[src/rtl/cnn_requant_pool_stage.sv]
// cnn_requant_pool_stage
//
// Requantises a raster-order stream of CO-channel conv results, applies an
// optional ReLU and an optional 2x2/stride-2 max pool, and emits the reduced
// stream with output coordinates.
//
// Handshake: i_in_valid qualifies i_in_fmap for exactly one cycle; there is
// no ready, so the stage accepts every valid sample. o_ot_valid qualifies
// o_ot_fmap/o_ot_x/o_ot_y for one cycle; gaps on the input appear as gaps on
// the output.
//
// Ports:
//   clk, reset     clock, synchronous active-high reset
//   i_in_valid     input sample valid
//   i_in_fmap      CO signed I_BW-bit channels, channel c at [c*I_BW +: I_BW]
//   i_shift        right-shift amount        (latched at frame start)
//   i_relu_en      ReLU enable               (latched at frame start)
//   i_pool_en      1 = 2x2 max pool, 0 = bypass (latched at frame start)
//   o_ot_valid     output sample valid
//   o_ot_fmap      CO signed O_BW-bit channels
//   o_ot_x/o_ot_y  output column / row
//   o_frame_done   pulse with the last output of a frame
//   o_sat          sticky saturation flag for the current frame
module cnn_requant_pool_stage #(
  parameter int CO    = 3,
  parameter int I_BW  = 20,
  parameter int O_BW  = 20,
  parameter int SH_BW = 5,
  parameter int IN_W  = 24,
  parameter int IN_H  = 24,
  parameter int XW    = $clog2(IN_W),
  parameter int YW    = $clog2(IN_H)
) (
  input  logic                 clk,
  input  logic                 reset,
  input  logic                 i_in_valid,
  input  logic [CO*I_BW-1:0]   i_in_fmap,
  input  logic [SH_BW-1:0]     i_shift,
  input  logic                 i_relu_en,
  input  logic                 i_pool_en,
  output logic                 o_ot_valid,
  output logic [CO*O_BW-1:0]   o_ot_fmap,
  output logic [XW-1:0]        o_ot_x,
  output logic [YW-1:0]        o_ot_y,
  output logic                 o_frame_done,
  output logic                 o_sat
);

  localparam int LW  = CO * O_BW;
  localparam int LBD = IN_W / 2;
  localparam int LAW = $clog2(LBD);

  localparam logic [XW-1:0] X_LAST  = XW'(IN_W - 1);
  localparam logic [YW-1:0] Y_LAST  = YW'(IN_H - 1);
  localparam logic [XW-1:0] PX_LAST = XW'(IN_W / 2 - 1);
  localparam logic [YW-1:0] PY_LAST = YW'(IN_H / 2 - 1);

  // ---------------------------------------------------------------------------
  // Frame tracking and mode latching
  // ---------------------------------------------------------------------------
  logic [XW-1:0]    in_x_q, in_x_d;
  logic [YW-1:0]    in_y_q, in_y_d;
  logic [SH_BW-1:0] shift_q;
  logic             relu_q, pool_q;
  logic             frame_start;
  logic [SH_BW-1:0] cur_shift;
  logic             cur_relu, cur_pool;

  assign frame_start = i_in_valid && (in_x_q == '0) && (in_y_q == '0);

  // The first sample of a frame already uses the new modes.
  assign cur_shift = frame_start ? i_shift   : shift_q;
  assign cur_relu  = frame_start ? i_relu_en : relu_q;
  assign cur_pool  = frame_start ? i_pool_en : pool_q;

  always_comb begin
    in_x_d = in_x_q;
    in_y_d = in_y_q;
    if (i_in_valid) begin
      if (in_x_q == X_LAST) begin
        in_x_d = '0;
        in_y_d = (in_y_q == Y_LAST) ? '0 : in_y_q + YW'(1);
      end else begin
        in_x_d = in_x_q + XW'(1);
      end
    end
  end

  // ---------------------------------------------------------------------------
  // Stage 1: requantise (round-half-up shift, saturate, ReLU) per channel
  // ---------------------------------------------------------------------------
  logic [LW-1:0] rq_data;
  logic          rq_sat;

  always_comb begin : requant
    logic signed [I_BW-1:0]  x;
    logic signed [I_BW:0]    sum;
    logic signed [I_BW:0]    rnd;
    logic signed [I_BW:0]    r;
    logic [I_BW-O_BW+1:0]    hi;
    logic [O_BW-1:0]         o;
    rq_data = '0;
    rq_sat  = 1'b0;
    x = '0; sum = '0; rnd = '0; r = '0; hi = '0; o = '0;
    for (int c = 0; c < CO; c++) begin
      x = $signed(i_in_fmap[c*I_BW +: I_BW]);
      if (cur_shift == '0) begin
        r = {x[I_BW-1], x};
      end else if (32'(cur_shift) >= I_BW) begin
        // Every magnitude bit is shifted out: only the sign survives.
        r = x[I_BW-1] ? '1 : '0;
      end else begin
        // One guard bit above I_BW keeps the rounding add from wrapping.
        rnd = (I_BW+1)'(1) << (cur_shift - SH_BW'(1));
        sum = {x[I_BW-1], x} + rnd;
        r   = sum >>> cur_shift;
      end
      // In range iff every bit from the output sign bit upwards agrees.
      hi = r[I_BW:O_BW-1];
      if ((&hi) || !(|hi)) begin
        o = r[O_BW-1:0];
      end else begin
        o      = r[I_BW] ? {1'b1, {(O_BW-1){1'b0}}} : {1'b0, {(O_BW-1){1'b1}}};
        rq_sat = 1'b1;
      end
      if (cur_relu && o[O_BW-1]) o = '0;
      rq_data[c*O_BW +: O_BW] = o;
    end
  end

  logic          s1_valid_q;
  logic [LW-1:0] s1_data_q;
  logic [XW-1:0] s1_x_q;
  logic [YW-1:0] s1_y_q;
  logic          s1_pool_q;   // pool mode travels with the sample across frames
  logic          sat_q;

  always_ff @(posedge clk) begin
    if (reset) begin
      in_x_q     <= '0;
      in_y_q     <= '0;
      shift_q    <= '0;
      relu_q     <= 1'b0;
      pool_q     <= 1'b1;
      s1_valid_q <= 1'b0;
      s1_data_q  <= '0;
      s1_x_q     <= '0;
      s1_y_q     <= '0;
      s1_pool_q  <= 1'b1;
      sat_q      <= 1'b0;
    end else begin
      in_x_q     <= in_x_d;
      in_y_q     <= in_y_d;
      s1_valid_q <= i_in_valid;
      if (frame_start) begin
        shift_q <= i_shift;
        relu_q  <= i_relu_en;
        pool_q  <= i_pool_en;
      end
      if (i_in_valid) begin
        s1_data_q <= rq_data;
        s1_x_q    <= in_x_q;
        s1_y_q    <= in_y_q;
        s1_pool_q <= cur_pool;
        sat_q     <= (frame_start ? 1'b0 : sat_q) | rq_sat;
      end
    end
  end

  // ---------------------------------------------------------------------------
  // Stage 2: 2x2 max pool through a horizontal register and a line buffer
  // ---------------------------------------------------------------------------
  function automatic logic [LW-1:0] vmax(input logic [LW-1:0] a,
                                         input logic [LW-1:0] b);
    logic [LW-1:0] m;
    m = '0;
    for (int c = 0; c < CO; c++) begin
      m[c*O_BW +: O_BW] = ($signed(a[c*O_BW +: O_BW]) > $signed(b[c*O_BW +: O_BW]))
                          ? a[c*O_BW +: O_BW] : b[c*O_BW +: O_BW];
    end
    return m;
  endfunction

  logic [LW-1:0]  lb_q [LBD];
  logic [LW-1:0]  hold_q, hold_d;
  logic [LW-1:0]  h_max, lb_rd, pooled;
  logic [LAW-1:0] lb_idx;
  logic           lb_we;

  logic           ot_valid_q, ot_valid_d;
  logic [LW-1:0]  ot_fmap_q, ot_fmap_d;
  logic [XW-1:0]  ot_x_q, ot_x_d;
  logic [YW-1:0]  ot_y_q, ot_y_d;
  logic           done_q, done_d;

  assign lb_idx = LAW'(s1_x_q >> 1);
  assign h_max  = vmax(hold_q, s1_data_q);
  assign lb_rd  = lb_q[lb_idx];
  assign pooled = vmax(lb_rd, h_max);

  always_comb begin
    hold_d     = hold_q;
    lb_we      = 1'b0;
    ot_valid_d = 1'b0;
    ot_fmap_d  = ot_fmap_q;
    ot_x_d     = ot_x_q;
    ot_y_d     = ot_y_q;
    done_d     = 1'b0;
    if (s1_valid_q) begin
      if (s1_pool_q) begin
        // An odd trailing column/row is held or written but never completes
        // a window, so it drops out naturally.
        if (!s1_x_q[0]) begin
          hold_d = s1_data_q;
        end else if (!s1_y_q[0]) begin
          lb_we = 1'b1;
        end else begin
          ot_valid_d = 1'b1;
          ot_fmap_d  = pooled;
          ot_x_d     = s1_x_q >> 1;
          ot_y_d     = s1_y_q >> 1;
          done_d     = ((s1_x_q >> 1) == PX_LAST) && ((s1_y_q >> 1) == PY_LAST);
        end
      end else begin
        ot_valid_d = 1'b1;
        ot_fmap_d  = s1_data_q;
        ot_x_d     = s1_x_q;
        ot_y_d     = s1_y_q;
        done_d     = (s1_x_q == X_LAST) && (s1_y_q == Y_LAST);
      end
    end
  end

  // Line buffer has no reset: each entry is written on an even row before
  // the matching odd row reads it.
  always_ff @(posedge clk) begin
    if (lb_we) lb_q[lb_idx] <= h_max;
  end

  always_ff @(posedge clk) begin
    if (reset) begin
      hold_q     <= '0;
      ot_valid_q <= 1'b0;
      ot_fmap_q  <= '0;
      ot_x_q     <= '0;
      ot_y_q     <= '0;
      done_q     <= 1'b0;
    end else begin
      hold_q     <= hold_d;
      ot_valid_q <= ot_valid_d;
      ot_fmap_q  <= ot_fmap_d;
      ot_x_q     <= ot_x_d;
      ot_y_q     <= ot_y_d;
      done_q     <= done_d;
    end
  end

  assign o_ot_valid   = ot_valid_q;
  assign o_ot_fmap    = ot_fmap_q;
  assign o_ot_x       = ot_x_q;
  assign o_ot_y       = ot_y_q;
  assign o_frame_done = done_q;
  assign o_sat        = sat_q;

endmodule

[config.mk]
export PLATFORM = sky130hd
export DESIGN_NAME = cnn_requant_pool_stage
export DESIGN_NICKNAME = d
export VERILOG_FILES = /design/src/rtl/cnn_requant_pool_stage.sv
export SDC_FILE = /design/constraint.sdc
export NUM_CORES = 2
export LEC_CHECK = 0
export CAP_MARGIN = 20
export CORE_MARGIN = 1
export CORE_UTILIZATION = 58
export CTS_BUF_LIST = sky130_fd_sc_hd__clkbuf_2
export DETAILED_ROUTE_END_ITERATION = 10
export PLACE_DENSITY = 0.79
export SYNTH_ARGS = -nofsm -noshare
export SYNTH_HDL_FRONTEND = slang
export SYNTH_SLANG_ARGS = --single-unit
[constraint.sdc]
create_clock -name clk -period 6.2 [get_ports clk]
set_input_delay 1.24 -clock clk [delete_from_list [all_inputs] [get_ports clk]]
set_output_delay 1.24 -clock clk [all_outputs]
set_load 0.005 [all_outputs]
==> metrics.cfg <==
[outcome]
outcome=finished clean

[sta]
setup_viol=0
fin_hold_ws_ns=0.236
hold_violations=0
slew_headroom_pct=24.0
maxSlewViolCount=0
period_share_pct=96.1
min_period_ns=5.96
rsz0062_at_grt=false
fin_ws_ns=0.244
fmax_ghz=0.168
final.setup_skew_ns=0.124
tightest_slew_ns=1.14

[detailed_routing]
post-route-drc-count=0
drtPass1Iterations=8
num_vias=36290
via_per_inst=6.50
highest_layer=met5
wl_per_cell_um=26.3
wl_met3_um=14700
wl_met2_um=67700
wirelength_um=147000
drt-met1-wl_um=57500
ant_nets=0
drt-initial-drc-count=4102

[worst_setup_path]
path_class=reg -> reg
start_kind=flip-flop
cp-startpoint=s1_data_q[33]$_SDFFE_PP0P_
cp.arrival_ns=7.39
rr_startpoint=s1_data_q[33]$_SDFFE_PP0P_
worstPathRequired_ns=7.63
cp_max_fo=14
end_kind=flip-flop

[synth]
synth.avg_cell_area_um2=12.1
yosysUniqueCellTypes=103
ys_seq_area_share_pct=54.7
synth_fp_nets=4207
async_reset_ff_share_pct=0
synth_area_mm2=0.0478
yosys_warnings=0
synthCells=3953
synth_flop_cell=edfxtp_1
ys_ff_latch=946
synth_edf_count=720

[power]
p_int_uw=9920
clockPowerShare_pct=27.7
switchingPower_uw=4740
seqPwrFrac_pct=50.0
fin_total_pwr_uw=14700
p_leak_uw=0.0198
max-vdd-ir-drop_mv=0.222
comb_power_share_pct=22.3
power_density_mw_per_mm2=272
switching_share_pct=32.3

[layout]
final_core_util_pct=66.4
drive_gt1_share_pct=20.4
area_growth_pct=12.7
final_net_count=4577

[cts]
cts.clk_slew.worst_paths_ns=0.11
numCtsBuffers=222
cts_tree=yes
cts_root_buffer=clkbuf_2
cts_setup_buffers=0
h-tree-depth=4
clock-sinks=946
clk_path_buf_depth=3
cts_hold_buf=0
insertion_delay_ns=1.52

[worst_hold_path]
hp-start=reset
hold_class=in -> reg

[die]
chipHeight_um=289
dieArea_mm2=0.0835
rows=104
die_x_um=289
ios=143
core_mm2=0.0811
start_util_pct=58.9

[placement]
io_buffers=142
dp_hpwl_um=102000
dp_slack_ns=-0.00265
gp_congestion=1.05

[global_routing]
grt_max_degree=95
grt_pass1_wl_um=218000
antenna_found_initial=4
overflow=0
grt_pass1_vias=35704
grt_use_total_pct=35.6

[run]
cap_violations=0

[cells by family (layout without fill, tap and decap cells)]
logic type / after synthesis / count (layout) / synth area share, %
AND/OR/NAND/NOR: 992 / 992 / 9.49
flip-flops: 946 / 946 / 54.7
other: 0 / 12 / 0
buffers and inverters: 397 / 952 / 3.18
XOR/XNOR: 52 / 52 / 0.985
adder cells (fa/ha/maj): 184 / 184 / 4.87
multiplexers: 401 / 401 / 13.3
AO/OA/AOI/OAI: 981 / 981 / 13.5
[final timing paths]
| check | slack, ns | to | cells after the start |
|---|---|---|---|
| worst max-delay path | 0.24 | o_ot_fmap[23]$_SDFFE_PP0P_ | 22 |
| worst min-delay path | 0.24 | in_y_q[2]$_SDFFE_PP0P_ | 2 |
| worst max register to register | 0.24 | o_ot_fmap[23]$_SDFFE_PP0P_ | 22 |
| worst min register to register | 0.45 | o_ot_y[4]$_SDFFE_PP0P_ | 2 |
[power by group through the flow]
stage / Sequential, uW / Combinational, uW / Clock [uW]
6_report: 7330 / 3270 / 4050
5_1_grt: 7330 / 3500 / 4450
4_1_cts: 7320 / 3180 / 4140
3_5_place_dp: 7460 / 3160 / 0
3_3_place_gp: 7460 / 3130 / 0
2_1_floorplan: 7390 / 2010 / 0
[worst max-delay path: stages (launching register included)]
cell	delay [ns]
dfxtp_1	0.48
inv_1	0.08
ha_1	0.31
a21o_1	0.19
a21o_1	0.17
a21o_1	0.17
a21oi_1	0.14
o21ai_0	0.10
o41a_1	0.46
nand2_1	0.30
buf_4	0.31
mux2i_1	0.29
ha_1	0.29
a21o_1	0.17
a21oi_1	0.18
a2bb2oi_1	0.19
a31oi_1	0.12
a211oi_1	0.25
mux2_2	0.49
nand2_2	0.31
a21oi_1	0.12
a211oi_1	0.59
a31o_2	0.19
[cell usage in the layout, fill, tap and decap left out, types with 181 or more instances in the layout]
| cell type | instances |
|---|---|
| edfxtp_1 | 720 |
| buf_4 | 233 |
| nor2_1 | 234 |
| ha_1 | 181 |
| clkbuf_2 | 327 |
| nand2_1 | 429 |
| mux4_2 | 181 |
| dfxtp_1 | 221 |
| a21oi_1 | 267 |
| o21ai_0 | 190 |
[flip-flops by register name, summed over array words and instances, names as in the netlist, named ones only]
register      cells
o_ot_y            5
in_x_q            5
s1_y_q            5
shift_q           5
s1_valid_q        1
s1_x_q            5
o_ot_valid        1
pool_q            1
lb_q            720
relu_q            1
o_sat             1
o_frame_done      1
o_ot_x            5
o_ot_fmap        60
in_y_q            5
s1_pool_q         1
s1_data_q        60
hold_q           60
[cell usage after synthesis (53+ instances only)]
library cell,number,share of area [%]
ha_1,181,4.7
mux2i_1,179,3.7
dfxtp_1,226,9.5
a211oi_1,65,1.0
clkbuf_1,181,1.4
a21oi_1,267,2.8
nor2_1,244,1.9
inv_1,157,1.2
nand2_1,431,3.4
edfxtp_1,720,45
a21o_1,53,0.83
mux4_2,181,8.5
o21ai_0,191,2.0
[layer usage]
metal,vias up,track usage (%)
li1,16121,-
met4,2,17.7
met5,-,0
met3,387,7.57
met1,17712,47.0
met2,2068,56.0
[layout make-up]
| type | instances | area (um^2) |
|---|---|---|
| diodes | 12 | 30.0 |
| clock buffers | 327 | 1640 |
| clock inverters | 82 | 448 |
| fillers | 6051 | 27200 |
| inverters | 157 | 589 |
| multi-input cells | 2610 | 20300 |
| flip-flops and latches | 946 | 26200 |
| well taps | 1060 | 1330 |
| repair buffers | 386 | 3350 |
[repair_timing]
action | 4_1_cts | 5_1_grt
resized for setup | 0 | 3
endpoints found under the setup margin | 0 | 24
hold endpoints to repair | 0 | 0
[through the flow]
step | setup TNS, ns | instance area [um^2] | cells
floorplan | 0 | 47800 | 3953
global placement | 0 | 51700 | 5157
detailed placement | -0.00265 | 51700 | 5157
CTS | 0 | 53800 | 5566
global route | 0 | 53900 | 5577
finish | 0 | 53900 | 5580
Note: power is estimated with default switching activity, not from simulation.
